===== src/rtl/note_entry.sv =====
// Pushbutton/switch front end for the note-sequence FSM: synchronizes raw inputs,
// debounces the button, and turns each press into an ok (valid note) or err pulse.
module note_entry #(
  parameter int DEBOUNCE_CYCLES = 500000,
  parameter int MAX_NOTES       = 4
) (
  input  logic       clk,
  input  logic       reset,
  input  logic       ok_n,
  input  logic       tom_sw,
  input  logic [2:0] nota_sw,
  input  logic       fim,
  output logic       ok,
  output logic [2:0] nota,
  output logic       tom,
  output logic       err,
  output logic [2:0] count,
  output logic       full
);

  localparam int            CW       = $clog2(DEBOUNCE_CYCLES);
  localparam logic [CW-1:0] CNT_LAST = CW'(DEBOUNCE_CYCLES - 1);
  localparam logic [2:0]    MAX_C    = 3'(MAX_NOTES);

  typedef enum logic [1:0] {
    IDLE,
    PRESS_WAIT,
    HELD,
    RELEASE_WAIT
  } state_t;

  logic          ok_meta_q, ok_s_q;
  logic          tom_meta_q, tom_s_q;
  logic [2:0]    nota_meta_q, nota_s_q;
  state_t        state_q, state_d;
  logic [CW-1:0] cnt_q, cnt_d;
  logic          accept;
  logic [2:0]    eff_count;
  logic          ok_q, ok_d;
  logic          err_q, err_d;
  logic [2:0]    nota_q, nota_d;
  logic          tom_q, tom_d;
  logic [2:0]    count_q, count_d;

  always_comb begin
    state_d = state_q;
    cnt_d   = cnt_q;
    accept  = 1'b0;
    case (state_q)
      IDLE: begin
        if (!ok_s_q) begin
          state_d = PRESS_WAIT;
          cnt_d   = '0;
        end
      end
      PRESS_WAIT: begin
        if (ok_s_q) begin
          state_d = IDLE;
        end else if (cnt_q == CNT_LAST) begin
          state_d = HELD;
          accept  = 1'b1;
        end else begin
          cnt_d = cnt_q + 1'b1;
        end
      end
      HELD: begin
        if (ok_s_q) begin
          state_d = RELEASE_WAIT;
          cnt_d   = '0;
        end
      end
      RELEASE_WAIT: begin
        if (!ok_s_q) begin
          state_d = HELD;
        end else if (cnt_q == CNT_LAST) begin
          state_d = IDLE;
        end else begin
          cnt_d = cnt_q + 1'b1;
        end
      end
      default: begin
        state_d = IDLE;
        cnt_d   = '0;
      end
    endcase
  end

  // A fim in the accept cycle starts the new sequence with this very note.
  always_comb begin
    eff_count = fim ? 3'd0 : count_q;
    ok_d      = 1'b0;
    err_d     = 1'b0;
    nota_d    = nota_q;
    tom_d     = tom_q;
    count_d   = eff_count;
    if (accept) begin
      if (nota_s_q == 3'd7) begin
        err_d   = 1'b1;
        count_d = count_q;
      end else if (eff_count == MAX_C) begin
        err_d   = 1'b1;
        count_d = count_q;
      end else begin
        ok_d    = 1'b1;
        nota_d  = nota_s_q;
        tom_d   = tom_s_q;
        count_d = eff_count + 3'd1;
      end
    end
  end

  always_ff @(posedge clk or negedge reset) begin
    if (!reset) begin
      ok_meta_q   <= 1'b1;
      ok_s_q      <= 1'b1;
      tom_meta_q  <= 1'b0;
      tom_s_q     <= 1'b0;
      nota_meta_q <= 3'd0;
      nota_s_q    <= 3'd0;
      state_q     <= IDLE;
      cnt_q       <= '0;
      ok_q        <= 1'b0;
      err_q       <= 1'b0;
      nota_q      <= 3'd0;
      tom_q       <= 1'b0;
      count_q     <= 3'd0;
    end else begin
      ok_meta_q   <= ok_n;
      ok_s_q      <= ok_meta_q;
      tom_meta_q  <= tom_sw;
      tom_s_q     <= tom_meta_q;
      nota_meta_q <= nota_sw;
      nota_s_q    <= nota_meta_q;
      state_q     <= state_d;
      cnt_q       <= cnt_d;
      ok_q        <= ok_d;
      err_q       <= err_d;
      nota_q      <= nota_d;
      tom_q       <= tom_d;
      count_q     <= count_d;
    end
  end

  assign ok    = ok_q;
  assign err   = err_q;
  assign nota  = nota_q;
  assign tom   = tom_q;
  assign count = count_q;
  assign full  = (count_q == MAX_C);

endmodule


===== config.mk =====
export PLATFORM = sky130hd
export DESIGN_NAME = note_entry
export DESIGN_NICKNAME = d
export VERILOG_FILES = /design/src/rtl/note_entry.sv
export SDC_FILE = /design/constraint.sdc
export NUM_CORES = 1
export LEC_CHECK = 0
export CORE_ASPECT_RATIO = 1.5
export CORE_UTILIZATION = 54
export CTS_CLUSTER_DIAMETER = 100
export DETAILED_ROUTE_END_ITERATION = 8
export PLACE_DENSITY = 0.76
export SYNTH_ARGS = -nofsm -noshare
export SYNTH_HDL_FRONTEND = slang
export SYNTH_SLANG_ARGS = --single-unit

===== constraint.sdc =====
create_clock -name clk -period 2.7 [get_ports clk]
set_input_delay 0.54 -clock clk [delete_from_list [all_inputs] [get_ports clk]]
set_output_delay 0.54 -clock clk [all_outputs]
set_load 0.05 [all_outputs]

==> impl_metrics.yaml <==
setup_path:
  crit_path_end_kind: "primary output"
  rr_worst_depth: 5
  critical-path-slowest-cell: "clkdlybuf4s50_1"
  r2r_slack_ns: 0.67
  critPathMaxStageDelay_ns: 0.83
  path_max_fanout: 4
  crit_buf_inv: 1
  r2r-end: "nota[0]$_DFFE_PN0P_"
  cpLargestDelayFamily: "buffers and inverters"
  r2r_start: "cnt_q[0]$_DFFE_PN0P_"
  path_class: "flip-flop to primary output"
  worstPathArrival_ns: 1.77
  worstPathRequired_ns: 2.16
  path_cells: "nor3b_1 > clkdlybuf4s50_1"
  start_kind: "flip-flop"
layout:
  post-route-util_pct: 68.2
  nets: 194
  layout-drive-gt1-share_pct: 14.1
  instances_no_fill: 224
  antenna_cells: 0
  finalInstanceArea_um2: 2150
  area_delta_synth_final_pct: 19.3
timing:
  maxSlewViolCount: 0
  hold_slack_ns: 0.335
  finalCriticalPeriod_ns: 2.31
  hold_viol_final: 0
  finalSetupViolCount: 0
  max_freq_ghz: 0.433
  max_slew_margin_pct: 44.0
  fin_worst_skew_ns: 0.00750
  tightest_slew_ns: 0.840
  tns_ns: 0
  finalCritPeriodShare_pct: 85.6
  rsz0062_at_grt: "no"
  setup_slack_ns: 0.389
floorplanning:
  die_w_um: 49.2
  rows: 25
  die_area_um2: 3580
  initial_core_util_pct: 57.1
  die_h_um: 72.8
  coreArea_um2: 3160
  io_pins: 18
drt:
  m1WireLength_mm: 1.33
  vias: 1232
  drt-initial-drc-count: 32
  highest_layer: "met4"
  firstDrtPassIters: 4
  met2WireLength_mm: 1.76
  drc_errors: 0
  wl_met3_um: 96
  postRouteWirelength_mm: 3.27
  antenna_left: 0
  wl_per_cell_um: 14.6
  via_per_inst: 5.50
global_routing:
  antenna_found_initial: 0
  grt_max_degree: 41
  grt_usage_pct: 21.5
  grt_pass1_vias: 1303
  grt_pass1_wl_mm: 5.64
  overflow: 0
place:
  placed_area_um2: 2040
  dp_hpwl_mm: 2.27
  pre_cts_ws_ns: 0.109
  place_inst: 216
  gp_congestion: 0.814
  io_buffers: 17
clock_network:
  post_cts_resized: 0
  cts_tree: "done"
  cts_buffer_depth: 2
  path_clk_slew_ns: 0.08
  clock_latency_ns: 0.30
  post_cts_buffers: 0
  numCtsBuffers: 5
  cts-root-buf: "clkbuf_8"
  holdBufCountCts: 0
  cts.sinks: 40
  htreeDepth: 2
synth:
  syn-num-nets: 168
  yosys.area_share.simple_pct: 24.5
  ys_async_sr_fraction_pct: 100
  synthMuxAreaShare_pct: 4.16
  synthAdderAreaFrac_pct: 2.08
  syn_avg_cell_area_um2: 11.5
  synth_top_family_by_area: "simple AND/OR/NAND/NOR gates"
  synth.cell_area_um2: 1810
  yosysWarnings: 0
  synth_compound_area_share_pct: 4.85
  synth_seq_cells: 40
  synthCells: 157
  synth_edf_count: 0
  synth_xor_area_share_pct: 7.76
  synth_flop_cell: "dfrtp_1"
  synth.distinct_cells: 37
  ys_seq_area_share_pct: 55.6
status:
  status: "finished, final reports clean"
pwr:
  static-leakage-power_nw: 1.03
  p_total_mw: 1.19
  power.density_nw_per_um2: 554
  ir_drop_mv: 0.436
min_path:
  min_path_type: "input port to async pin"
job:
  cap_violations: 0
-- final cells by class --
type                            instances  area [µm²]
Fill cell                             238        1000
Sequential cell                        40        1000
Multi-Input combinational cell        112         783
Timing Repair Buffer                   20         188
Clock buffer                            5        68.8
Tap cell                               40        50.0
Clock inverter                          3        46.3
Inverter                                4        15.0
-- cells in the mapped netlist (3+ instances only) --
cell      count  area, µm²
mux2_2        4       45.0
nand2_1      12       45.0
mux2i_1       3       30.0
nand4_1       3       18.8
o21ai_0       4       20.0
dfrtp_1      38        951
nor3_1        4       20.0
nor4_1        3       18.8
xnor2_1       5       43.8
and3_1        4       25.0
nand2b_1      4       25.0
ha_1          3       37.5
nor2_1       21       78.8
nand3_1       7       35.0
xor2_1       11       96.3
inv_1         4       15.0
-- worst max-delay path by stage --
stage / cells past startpoint / start / slack, ns / end
after global routing: 7 / fim / 0.29 / tom$_DFFE_PN0P_
after CTS: 2 / count[1]$_DFFE_PN0P_ / 0.38 / full
after detailed placement: 7 / fim / 0.11 / nota[0]$_DFFE_PN0P_
after floorplan: 1 / count[2]$_DFFE_PN0P_ / 0.29 / full
after global placement: 7 / fim / 0.20 / tom$_DFFE_PN0P_
final: 2 / count[1]$_DFFE_PN0P_ / 0.39 / full
-- routing by layer --
| metal | up-vias | GRT usage, % |
|---|---|---|
| met1 | 608 | 22.8 |
| li1 | 595 | - |
| met5 | - | 0 |
| met3 | 8 | 6.04 |
| met4 | 0 | 11.8 |
| met2 | 21 | 38.1 |
-- sequential cells by signal, summed over array words and instances, names as in the netlist, named ones only --
| register | count |
|---|---|
| count | 3 |
| ok_meta_q | 1 |
| nota_meta_q | 3 |
| nota | 3 |
| tom_meta_q | 1 |
| ok | 1 |
| tom_s_q | 1 |
| nota_s_q | 3 |
| err | 1 |
| ok_s_q | 1 |
| state_q | 1 |
| tom | 1 |
| cnt_q | 19 |
-- kinds of logic after synthesis --
group | after synthesis
adders and majority gates | 3
DFF | 40
muxes | 7
AOI/OAI and AO/OA | 13
buffers and inverters | 5
and+or+nand+nor | 73
xor gates and xnor gates | 16
-- where the power goes --
part / leakage (nW) / internal, mW / switching [mW]
logic: 0.447 / 0.0282 / 0.0306
clock network: 0.0548 / 0.278 / 0.215
registers: 0.528 / 0.620 / 0.0212
total: 1.03 / 0.926 / 0.267
-- cells in the final DEF (no fill, tap or decap), types with 4 or more instances in the layout --
master           count
and3_1               4
xnor2_1              5
clkbuf_8             5
inv_1                4
mux2_2               4
nand2b_1             4
nor3_1               4
dfrtp_1             38
o21ai_0              4
nand3_1              7
xor2_1              11
nand2_1             12
clkdlybuf4s50_1     16
nor2_1              21
Note: power is estimated with default switching activity, not from simulation.
